--- config.mk ---
export PLATFORM = sky130hd
export DESIGN_NAME = apb_master_ctrl
export DESIGN_NICKNAME = d
export VERILOG_FILES = /design/src/rtl/apb_pkg.sv /design/src/rtl/apb_timeout_cnt.sv /design/src/rtl/apb_master_ctrl.sv
export SDC_FILE = /design/constraint.sdc
export NUM_CORES = 1
export LEC_CHECK = 0
export CORE_ASPECT_RATIO = 0.5
export CORE_UTILIZATION = 30
export DETAILED_ROUTE_END_ITERATION = 8
export PLACE_DENSITY_LB_ADDON = 0.25
export SYNTH_ARGS = -nofsm -noshare
export SYNTH_HDL_FRONTEND = slang
export SYNTH_HIERARCHICAL = 1
export SYNTH_SLANG_ARGS = --single-unit
--- constraint.sdc ---
create_clock -name clk -period 4.3 [get_ports clk]
set_input_delay 1.075 -clock clk [delete_from_list [all_inputs] [get_ports clk]]
set_output_delay 1.075 -clock clk [all_outputs]
set_load 0.02 [all_outputs]
--- src/rtl/apb_pkg.sv ---
// rtl/apb_pkg.sv - shared APB master state encoding, phase constants and width helpers
package apb_pkg;

  typedef enum logic [1:0] {
    ST_IDLE   = 2'd0,
    ST_SETUP  = 2'd1,
    ST_ACCESS = 2'd2,
    ST_RESP   = 2'd3
  } apb_state_e;

  // {psel, penable} per bus phase
  localparam logic [1:0] APB_PH_IDLE   = 2'b00;
  localparam logic [1:0] APB_PH_SETUP  = 2'b10;
  localparam logic [1:0] APB_PH_ACCESS = 2'b11;

  function automatic int strb_w(input int data_w);
    return data_w / 8;
  endfunction

  function automatic int align_bits(input int data_w);
    return (data_w <= 8) ? 0 : $clog2(data_w / 8);
  endfunction

endpackage

--- src/rtl/apb_timeout_cnt.sv ---
// rtl/apb_timeout_cnt.sv - ACCESS wait-state counter; hit once TIMEOUT stalled cycles are seen
module apb_timeout_cnt #(
  parameter int TIMEOUT = 16
) (
  input  logic clk,
  input  logic rstn,
  input  logic clear,
  input  logic en,
  output logic hit
);

  if (TIMEOUT == 0) begin : g_off
    assign hit = 1'b0;
  end else begin : g_on
    localparam int CW = $clog2(TIMEOUT + 1);
    logic [CW-1:0] wcnt_q, wcnt_d;

    // Counter parks at TIMEOUT; the FSM leaves ACCESS on hit anyway.
    always_comb begin
      wcnt_d = wcnt_q;
      if (clear) begin
        wcnt_d = '0;
      end else if (en && (wcnt_q != CW'(TIMEOUT))) begin
        wcnt_d = wcnt_q + CW'(1);
      end
    end

    always_ff @(posedge clk) begin
      if (!rstn) begin
        wcnt_q <= '0;
      end else begin
        wcnt_q <= wcnt_d;
      end
    end

    assign hit = (wcnt_q == CW'(TIMEOUT));
  end

endmodule

--- src/rtl/apb_master_ctrl.sv ---
// rtl/apb_master_ctrl.sv - APB4 master turning a valid/ready command stream into SETUP/ACCESS transfers
module apb_master_ctrl
  import apb_pkg::*;
#(
  parameter int ADDR_W    = 12,
  parameter int DATA_W    = 32,
  parameter int TIMEOUT   = 16,
  parameter int ALIGN_CHK = 1
) (
  input  logic                clk,
  input  logic                rstn,
  input  logic                cmd_valid,
  output logic                cmd_ready,
  input  logic                cmd_write,
  input  logic [ADDR_W-1:0]   cmd_addr,
  input  logic [DATA_W-1:0]   cmd_wdata,
  input  logic [DATA_W/8-1:0] cmd_strb,
  output logic                rsp_valid,
  input  logic                rsp_ready,
  output logic [DATA_W-1:0]   rsp_rdata,
  output logic                rsp_err,
  output logic                rsp_timeout,
  output logic                psel,
  output logic                penable,
  output logic [ADDR_W-1:0]   paddr,
  output logic                pwrite,
  output logic [DATA_W-1:0]   pwdata,
  output logic [DATA_W/8-1:0] pstrb,
  input  logic                pready,
  input  logic [DATA_W-1:0]   prdata,
  input  logic                pslverr,
  output logic [15:0]         err_cnt
);

  localparam int STRB_W = strb_w(DATA_W);
  localparam logic [ADDR_W-1:0] ALIGN_MASK = ADDR_W'((1 << align_bits(DATA_W)) - 1);

  apb_state_e        state_q, state_d;
  logic [ADDR_W-1:0] paddr_q, paddr_d;
  logic              pwrite_q, pwrite_d;
  logic [DATA_W-1:0] pwdata_q, pwdata_d;
  logic [STRB_W-1:0] pstrb_q, pstrb_d;
  logic              psel_q, psel_d;
  logic              penable_q, penable_d;
  logic              rsp_valid_q, rsp_valid_d;
  logic [DATA_W-1:0] rsp_rdata_q, rsp_rdata_d;
  logic              rsp_err_q, rsp_err_d;
  logic              rsp_timeout_q, rsp_timeout_d;
  logic [15:0]       err_cnt_q, err_cnt_d;

  logic accept, misaligned, tmo_clear, tmo_en, tmo_hit;

  assign accept     = cmd_valid && (state_q == ST_IDLE);
  assign misaligned = (ALIGN_CHK != 0) && ((cmd_addr & ALIGN_MASK) != '0);
  assign tmo_clear  = (state_d == ST_SETUP);
  assign tmo_en     = (state_q == ST_ACCESS) && !pready;

  apb_timeout_cnt #(.TIMEOUT(TIMEOUT)) u_tmo (
    .clk   (clk),
    .rstn  (rstn),
    .clear (tmo_clear),
    .en    (tmo_en),
    .hit   (tmo_hit)
  );

  always_ff @(posedge clk) begin
    if (!rstn) begin
      state_q       <= ST_IDLE;
      paddr_q       <= '0;
      pwrite_q      <= 1'b0;
      pwdata_q      <= '0;
      pstrb_q       <= '0;
      psel_q        <= 1'b0;
      penable_q     <= 1'b0;
      rsp_valid_q   <= 1'b0;
      rsp_rdata_q   <= '0;
      rsp_err_q     <= 1'b0;
      rsp_timeout_q <= 1'b0;
      err_cnt_q     <= '0;
    end else begin
      state_q       <= state_d;
      paddr_q       <= paddr_d;
      pwrite_q      <= pwrite_d;
      pwdata_q      <= pwdata_d;
      pstrb_q       <= pstrb_d;
      psel_q        <= psel_d;
      penable_q     <= penable_d;
      rsp_valid_q   <= rsp_valid_d;
      rsp_rdata_q   <= rsp_rdata_d;
      rsp_err_q     <= rsp_err_d;
      rsp_timeout_q <= rsp_timeout_d;
      err_cnt_q     <= err_cnt_d;
    end
  end

  always_comb begin
    state_d = state_q;
    case (state_q)
      ST_IDLE:   if (cmd_valid) state_d = misaligned ? ST_RESP : ST_SETUP;
      ST_SETUP:  state_d = ST_ACCESS;
      ST_ACCESS: if (pready || tmo_hit) state_d = ST_RESP;
      ST_RESP:   if (rsp_ready) state_d = ST_IDLE;
      default:   state_d = ST_IDLE;
    endcase
  end

  always_comb begin
    paddr_d       = paddr_q;
    pwrite_d      = pwrite_q;
    pwdata_d      = pwdata_q;
    pstrb_d       = pstrb_q;
    rsp_rdata_d   = rsp_rdata_q;
    rsp_err_d     = rsp_err_q;
    rsp_timeout_d = rsp_timeout_q;
    err_cnt_d     = err_cnt_q;
    rsp_valid_d   = (state_d == ST_RESP);

    case (state_d)
      ST_SETUP:  {psel_d, penable_d} = APB_PH_SETUP;
      ST_ACCESS: {psel_d, penable_d} = APB_PH_ACCESS;
      default:   {psel_d, penable_d} = APB_PH_IDLE;
    endcase

    // Misaligned commands never touch the bus registers, so paddr etc. keep the last transfer.
    if (accept && !misaligned) begin
      paddr_d  = cmd_addr;
      pwrite_d = cmd_write;
      pwdata_d = cmd_write ? cmd_wdata : '0;
      pstrb_d  = cmd_write ? cmd_strb : '0;
    end else if (accept) begin
      rsp_rdata_d   = '0;
      rsp_err_d     = 1'b1;
      rsp_timeout_d = 1'b0;
    end

    if (state_q == ST_ACCESS) begin
      if (pready) begin
        rsp_rdata_d   = (pwrite_q || pslverr) ? '0 : prdata;
        rsp_err_d     = pslverr;
        rsp_timeout_d = 1'b0;
      end else if (tmo_hit) begin
        rsp_rdata_d   = '0;
        rsp_err_d     = 1'b1;
        rsp_timeout_d = 1'b1;
      end
    end

    if ((state_q != ST_RESP) && (state_d == ST_RESP) && rsp_err_d && (err_cnt_q != 16'hFFFF)) begin
      err_cnt_d = err_cnt_q + 16'd1;
    end
  end

  assign cmd_ready   = (state_q == ST_IDLE);
  assign rsp_valid   = rsp_valid_q;
  assign rsp_rdata   = rsp_rdata_q;
  assign rsp_err     = rsp_err_q;
  assign rsp_timeout = rsp_timeout_q;
  assign psel        = psel_q;
  assign penable     = penable_q;
  assign paddr       = paddr_q;
  assign pwrite      = pwrite_q;
  assign pwdata      = pwdata_q;
  assign pstrb       = pstrb_q;
  assign err_cnt     = err_cnt_q;

endmodule

==> impl_metrics.toml, run 1 <==
[logic_synthesis]
synth_area_per_cell_um2 = 8.65
ys_async_sr_fraction = 0
synth.distinct_cells = 42
synth-seq-area-share = 0.513
synth_most_common_cell = "dfxtp_1"
synth_ff_type = "dfxtp_1"
synth_area_mm2 = 0.00426
synthTopCellsByCount = "109 x dfxtp_1, 75 x nand2_1, 60 x a21oi_1"
synth_top_area_frac = 0.513
syn_inst = 492
ys_ff_latch = 109
syn_nets = 585
yosysWarnings = 6
synth.area.top_cells = "dfxtp_1 51%, a21oi_1 7.1%, nand2_1 6.6%"
synth_edf_count = 0
synth_largest_area_cell = "dfxtp_1"

[sta]
tightest_slew_ns = 0.716
hold_viol_final = 0
fin_setup_tns_ns = 0
fin_crit_ns = 3.23
setup_viol = 0
drv_slew = 0
clock_skew_ns = 0.00626
period_share = 0.751
max_freq_ghz = 0.309
slew_headroom = 0.518
rsz0062_at_grt = "false"

[clock_tree]
hold_buffers = 0
clock_sinks = 109
cts_tree = "done"
ctsResizeCount = 0
cts_setup_buffers = 0
clock_latency_ns = 0.34
numCtsBuffers = 9
cts_htree_levels = 3
cts_root_buf = "clkbuf_16"
clk_pin_slew_ns = 0.07
cts_max_path_buffers = 2

[detailed_routing]
routedWlPerCell_um = 14.4
detail_route.vias_per_cell = 4.73
ant_nets = 0
drtPass1Iterations = 5
drc = 0
wl_um = 12400
vias = 4074
first_iter_violations = 256

[worst_setup_path]
crit_type = "input pin to flop"
critPathArrivalTime_ns = 3.51
critPathLaunchType = "input pin"
worstPathRequired_ns = 4.58
slowest_delay_ns = 0.58
cp_top_family = "simple AND/OR/NAND/NOR gates"
path_buf_inv = 1
endpoint_kind = "flop"
critPathSlowestCell = "or4_1"
crit_top_cell = "o21ai_0"
crit_path_max_fanout = 28
path_cells = "clkdlybuf4s50_1, nor3b_1, o21ai_0, o21ai_0, ha_1, o211ai_4, or4_1, a21oi_1"

[hold_path]
hp-class = "flop to flop"

[die]
dieWidth_um = 170
core_mm2 = 0.0137
ios = 190
fp.dieH_um = 86.2
dieArea_mm2 = 0.0147
row_count = 30
initial_core_util = 0.311

[grt]
grt_max_degree = 83
grt_pass1_vias = 3788
grt_pass1_wl_um = 19600
track_usage = 0.169
antenna_found_initial = 0
grt_overflow = 0

[layout]
nNetsFinal = 757
drive_above_1_share = 0.0508
antenna_cells_inserted = 0
synthToLayoutAreaGrowth_pct = 56.3
fill_cells = 1287
final_area_mm2 = 0.00665

[flow_run]
maxCapViolations = 0

[pwr]
max-vdd-ir-drop_v = 0.000182
power_density_mw_per_mm2 = 345
p_leak_uw = 0.00223

[placement]
dp_hpwl_um = 8460
globalplace.congestion = 0.826
place_area_mm2 = 0.00632
io_buffer_count = 189

[status]
status = "completed"
[per-stage QoR]
step / cells / power [µW] / worst slack (ns) / hold slack [ns] / util
after floorplan: 492 / 1230 / 1.62 / 0.468 / -
after global placement: 845 / 1390 / 0.826 / 0.437 / 0.461
after detailed placement: 845 / 1400 / 0.730 / 0.442 / 0.461
after CTS: 861 / 2330 / 1.09 / 0.453 / 0.485
after global routing: 861 / 2400 / 0.738 / 0.472 / 0.485
final: 861 / 2300 / 1.07 / 0.450 / 0.485
[report_power, final]
part / internal, µW / switching, µW
Sequential: 1040 / 18.9
Combinational: 155 / 162
Clock: 544 / 381
[layout by cell type, fill, tap and decap left out, types with 2 or more instances in the layout]
cell,instances
clkdlybuf4s50_1,189
dfxtp_1,109
nand2_1,75
a21oi_1,60
nor2_1,44
nand3_1,42
a22oi_1,33
clkbuf_16,9
o21ai_0,8
inv_1,7
nand2b_1,6
nand4_1,6
or4_1,6
ha_1,6
buf_4,6
o31ai_1,5
or3_1,5
mux2i_1,5
and3_1,4
nor2b_1,3
and2_1,3
nor3_1,2
or3b_1,2
nand4b_1,2
nor4_1,2
nor4_2,2
clkbuf_8,2
bufinv_16,2
xor2_1,2
[kinds of logic after synthesis]
family	Yosys count	share of synthesized area
flip-flops	109	0.513
multiplexers	5	0.0118
AO/OA/AOI/OAI	116	0.171
AND/OR/NAND/NOR	210	0.240
XOR/XNOR	3	0.00617
adder cells (fa/ha/maj)	6	0.0176
buffers and inverters	43	0.0414
[metal layers]
metal,vias up,part of all wire,routed length [µm],track usage
met1,1924,0.45,5620,0.214
met2,71,0.50,6130,0.286
met3,12,0.038,476,0.0416
li1,2067,-,-,-
met4,0,0.013,159,0.0500
met5,-,0,0,0
[worst min-delay path, stage by stage, from the launching register on]
cell     delay [ns]
dfxtp_1        0.31
nand2_1        0.05
a21oi_1        0.05
[flip-flops by register name, indices dropped and copies added (netlist names), 2 cells and up]
register	flops
u_tmo/g_on.wcnt_q	5
paddr	12
pwdata	32
err_cnt	16
pstrb	4
state_q	2
rsp_rdata	32
[final cells by class]
type / instances / area, µm² / area share
Clock buffer: 11 / 253 / 0.0380
Clock inverter: 5 / 81.3 / 0.0122
Multi-Input combinational cell: 340 / 1910 / 0.287
Timing Repair Buffer: 196 / 1960 / 0.294
Inverter: 8 / 30.0 / 0.00451
Tap cell: 192 / 240 / 0.0361
Sequential cell: 109 / 2180 / 0.328
[worst paths after layout]
check | cells after the start | slack (ns) | endpoint | startpoint
setup / recovery | 8 | 1.07 | err_cnt[12]$_SDFFE_PN0P_ | cmd_valid
hold reg to reg | 2 | 0.45 | pwdata[12]$_SDFFE_PN0P_ | pwdata[12]$_SDFFE_PN0P_
hold / removal | 2 | 0.45 | pwdata[12]$_SDFFE_PN0P_ | pwdata[12]$_SDFFE_PN0P_
setup reg to reg | 12 | 1.70 | err_cnt[12]$_SDFFE_PN0P_ | u_tmo/g_on.wcnt_q[0]$_SDFFE_PP0P_
(Power assumes the default switching activity.)
==> run 2, diff against run 1 <==
Clock period 4.3 ns to 2.9 ns, I/O delays scaled along.
==> run 2 against run 1 <==
First-iteration DRC count decreased by 19%. Flip-flop and latch count did not move. Largest power group unchanged. Utilization up 0.46 points. Via count rose by 1.4%. Global-route usage is 0.35 points lower. Worst setup slack worse by 0.82 ns.
==> impl_metrics.toml, run 2 (synthesized netlist as in run 1, its figures left out) <==
[clock_tree]
cts_setup_buffers = 0
clk_pin_slew_ns = 0.08
clock_latency_ns = 0.35
cts_max_path_buffers = 2
clock_sinks = 109
cts_tree = "done"
hold_buffers = 0
cts_root_buf = "clkbuf_16"
cts_htree_levels = 3
ctsResizeCount = 0
numCtsBuffers = 9

[grt]
grt_max_degree = 69
grt_pass1_vias = 3743
antenna_found_initial = 0
grt_overflow = 0
track_usage = 0.165
grt_pass1_wl_um = 19100

[placement]
io_buffer_count = 189
dp_slack_ns = -0.187
dp_hpwl_um = 8680
globalplace.congestion = 0.823

[sta]
max_freq_ghz = 0.377
hold_slack_ns = 0.450
setup_viol = 0
rsz0062_at_grt = "false"
fin_crit_ns = 2.65
hold_viol_final = 0
period_share = 0.915
tightest_slew_ns = 0.782
clock_skew_ns = 0.00663
fin_ws_ns = 0.246
slew_headroom = 0.475
drv_slew = 0

[detailed_routing]
vias = 4131
ant_nets = 0
drtPass1Iterations = 4
drc = 0
wl_um = 12500
detail_route.vias_per_cell = 4.74
first_iter_violations = 207
routedWlPerCell_um = 14.3

[worst_setup_path]
endpoint_kind = "flop"
critPathLaunchType = "input pin"
worstPathRequired_ns = 3.18
critPathArrivalTime_ns = 2.94
crit_type = "input pin to flop"
rrSetupSlack_ns = 0.37
crit_path_max_fanout = 17

[layout]
nNetsFinal = 768
drive_above_1_share = 0.0676
synthToLayoutAreaGrowth_pct = 57.7
antenna_cells_inserted = 0
layout_commonest_cell = "clkdlybuf4s50_1"
final_cell_mix = "189 x clkdlybuf4s50_1, 109 x dfxtp_1, 75 x nand2_1"

[die]
fp.dieH_um = 86.2
dieArea_mm2 = 0.0147
ios = 190
row_count = 30
initial_core_util = 0.311
core_mm2 = 0.0137
dieWidth_um = 170

[hold_path]
hp-class = "flop to flop"

[pwr]
max-vdd-ir-drop_v = 0.000235
power_density_mw_per_mm2 = 486
p_total_uw = 3260
p_leak_uw = 0.00227

[status]
status = "completed"

[flow_run]
maxCapViolations = 0
## run 2: path summary, 6_finish.rpt
kind,startpoint,end,cells after the start
max,cmd_valid,err_cnt[5]$_SDFFE_PN0P_,9
min,pwdata[29]$_SDFFE_PN0P_,pwdata[29]$_SDFFE_PN0P_,2
max reg2reg,u_tmo/g_on.wcnt_q[0]$_SDFFE_PP0P_,err_cnt[5]$_SDFFE_PN0P_,13
min reg2reg,pwdata[29]$_SDFFE_PN0P_,pwdata[29]$_SDFFE_PN0P_,2
## run 2: per-stage QoR
| stage | setup TNS [ns] | std cells | utilization | area, µm² |
|---|---|---|---|---|
| 5_1_grt | 0 | 872 | 0.490 | 6710 |
| 6_report | 0 | 872 | 0.490 | 6710 |
| 4_1_cts | 0 | 872 | 0.490 | 6710 |
| 3_3_place_gp | -0.939 | 856 | 0.469 | 6420 |
| 3_5_place_dp | -1.94 | 856 | 0.469 | 6420 |
| 2_1_floorplan | 0 | 492 | - | 4260 |
## run 2: area by class of cell
cell class / count / area (µm²)
clock buffers: 9 / 225
repair buffers: 207 / 2060
fillers: 1308 / 6990
well taps: 192 / 240
clock inverters: 7 / 58.8
inverters: 8 / 30.0
flip-flops and latches: 109 / 2180
multi-input cells: 340 / 1910
## run 2: power by group
part / internal (µW) / leakage (µW) / switching (µW)
clock: 596 / 0.000138 / 594
combinational: 259 / 0.00125 / 245
sequential: 1540 / 0.000881 / 30.3
## run 2: critical path, stage by stage
cell             delay, ns
clkdlybuf4s50_1       0.52
nor3b_2               0.20
o21ai_0               0.14
o21ai_0               0.15
ha_1                  0.27
o211ai_4              0.21
buf_12                0.21
nor4_2                0.30
mux2i_1               0.21
## run 2: per-layer routing
metal / global-route usage / part of all wire / wire length (µm) / up-vias
met4: 0.0442 / 0.012 / 146 / 0
met3: 0.0447 / 0.040 / 500 / 11
met1: 0.202 / 0.45 / 5630 / 1956
met2: 0.288 / 0.50 / 6170 / 78
li1: - / - / - / 2086
met5: 0 / 0 / 0 / -
==> run 3, diff against run 2 <==
Settings changed: SETUP_SLACK_MARGIN from default to 0.4.
==> run 3 against run 2 <==
Non-clock buffer count increased by 7. Via count increased by 1.3%. Final area is 2.5% higher. Die area unchanged. Clock skew increased by 0.0010 ns.
==> impl_metrics.toml, run 3 (synthesized netlist as in run 1, its figures left out) <==
[placement]
globalplace.congestion = 0.823
io_buffer_count = 189
dp_hpwl_um = 8680
place_inst = 856
dp_slack_ns = -0.187

[grt]
grt_pass1_wl_um = 19500
antenna_found_initial = 0
grt_overflow = 0
grt_max_degree = 69
grt_pass1_vias = 3793
track_usage = 0.169

[detailed_routing]
routedWlPerCell_um = 14.6
wl_um = 12800
vias = 4185
ant_nets = 0
drtPass1Iterations = 4
detail_route.vias_per_cell = 4.75
drc = 0
first_iter_violations = 234

[die]
row_count = 30
ios = 190
core_mm2 = 0.0137
initial_core_util = 0.311
dieArea_mm2 = 0.0147
dieWidth_um = 170
fp.dieH_um = 86.2

[sta]
fin_ws_ns = 0.506
max_freq_ghz = 0.418
fin_crit_ns = 2.39
rsz0062_at_grt = "false"
tightest_slew_ns = 0.984
setup_viol = 0
period_share = 0.825
hold_slack_ns = 0.450
clock_skew_ns = 0.00767
slew_headroom = 0.339
hold_viol_final = 0
drv_slew = 0

[layout]
multi_input_area_mm2 = 0.00201
instances_no_fill = 881
drive_above_1_share = 0.0958
layout_commonest_cell = "clkdlybuf4s50_1"
fill_cells = 1292
final_cell_mix = "188 x clkdlybuf4s50_1, 109 x dfxtp_1, 75 x nand2_1"
nNetsFinal = 777
synthToLayoutAreaGrowth_pct = 61.7
layout.area.seq_mm2 = 0.00218
antenna_cells_inserted = 0

[pwr]
power_density_mw_per_mm2 = 482
max-vdd-ir-drop_v = 0.000235
p_leak_uw = 0.00232

[clock_tree]
clock_sinks = 109
clk_pin_slew_ns = 0.07
cts_root_buf = "clkbuf_16"
numCtsBuffers = 9
cts_tree = "done"
cts_htree_levels = 3
clock_latency_ns = 0.35
cts_max_path_buffers = 2

[worst_setup_path]
path_buf_inv = 1
worstPathRequired_ns = 3.18
crit_path_max_fanout = 4
critPathSlowestCell = "or4_1"
endpoint_kind = "flop"
critPathArrivalTime_ns = 2.67
slowest_delay_ns = 0.53
cp_top_family = "simple AND/OR/NAND/NOR gates"
critPathLaunchType = "input pin"
crit_type = "input pin to flop"
path_cells = "clkdlybuf4s50_1, and3_1, o21ai_1, ha_4, o211ai_4, or4_1, a21oi_1"

[hold_path]
hp-class = "flop to flop"

[flow_run]
maxCapViolations = 0

[status]
status = "completed"
## run 3: worst register-to-register path: cells and delay by family (launching register included)
kind                       cells  cell delay, ns
AOI/OAI and AO/OA              4            0.50
adders and majority gates      2            0.39
buffers and inverters          3            0.29
DFF                            1            0.35
and+or+nand+nor                3            0.72
## run 3: layout make-up
cell class | count | share of cell area
sequential | 109 | 0.317
clock buffer | 9 | 0.0327
timing repair buffer | 214 | 0.310
inverter | 8 | 0.00473
multi-input combinational | 342 | 0.292
tap | 192 | 0.0349
clock inverter | 7 | 0.00854
## run 3: path summary, 6_finish.rpt
check	start	end	slack, ns	depth (start not counted)
max reg2reg	u_tmo/g_on.wcnt_q[1]$_SDFFE_PP0P_	err_cnt[12]$_SDFFE_PN0P_	0.57	12
min	pwdata[29]$_SDFFE_PN0P_	pwdata[29]$_SDFFE_PN0P_	0.45	2
min reg2reg	pwdata[29]$_SDFFE_PN0P_	pwdata[29]$_SDFFE_PN0P_	0.45	2
max	rsp_ready	err_cnt[12]$_SDFFE_PN0P_	0.51	7
## run 3: routing by layer
metal  vias to the layer above  track usage  wire length, µm
li1                       2114            -                -
met1                      1968        0.208             5760
met2                        92        0.293             6380
met3                        11       0.0447              550
met4                         0       0.0442              146
met5                         -            0                0
## run 3: power breakdown
part	internal [µW]	switching, µW
sequential	1540	35.4
combinational	287	270
clock	596	592
## run 3: what timing repair did
| action | CTS | global route |
|---|---|---|
| pin swaps | 1 | 0 |
| hold buffers | 0 | 0 |
| buffers inserted | 4 | 2 |
| setup endpoints to repair | 16 | 21 |
| cloned | 1 | 2 |
| gates resized for setup | 5 | 16 |
## run 3: stage by stage
stage                     setup TNS (ns)  power, µW   util  instance area (µm²)
after global routing                   0       3470  0.502                 6880
final                                  0       3320  0.502                 6880
after CTS                              0       3330  0.493                 6760
after floorplan                        0       1820      -                 4260
after detailed placement           -1.94       2110  0.469                 6420
after global placement            -0.939       2100  0.469                 6420
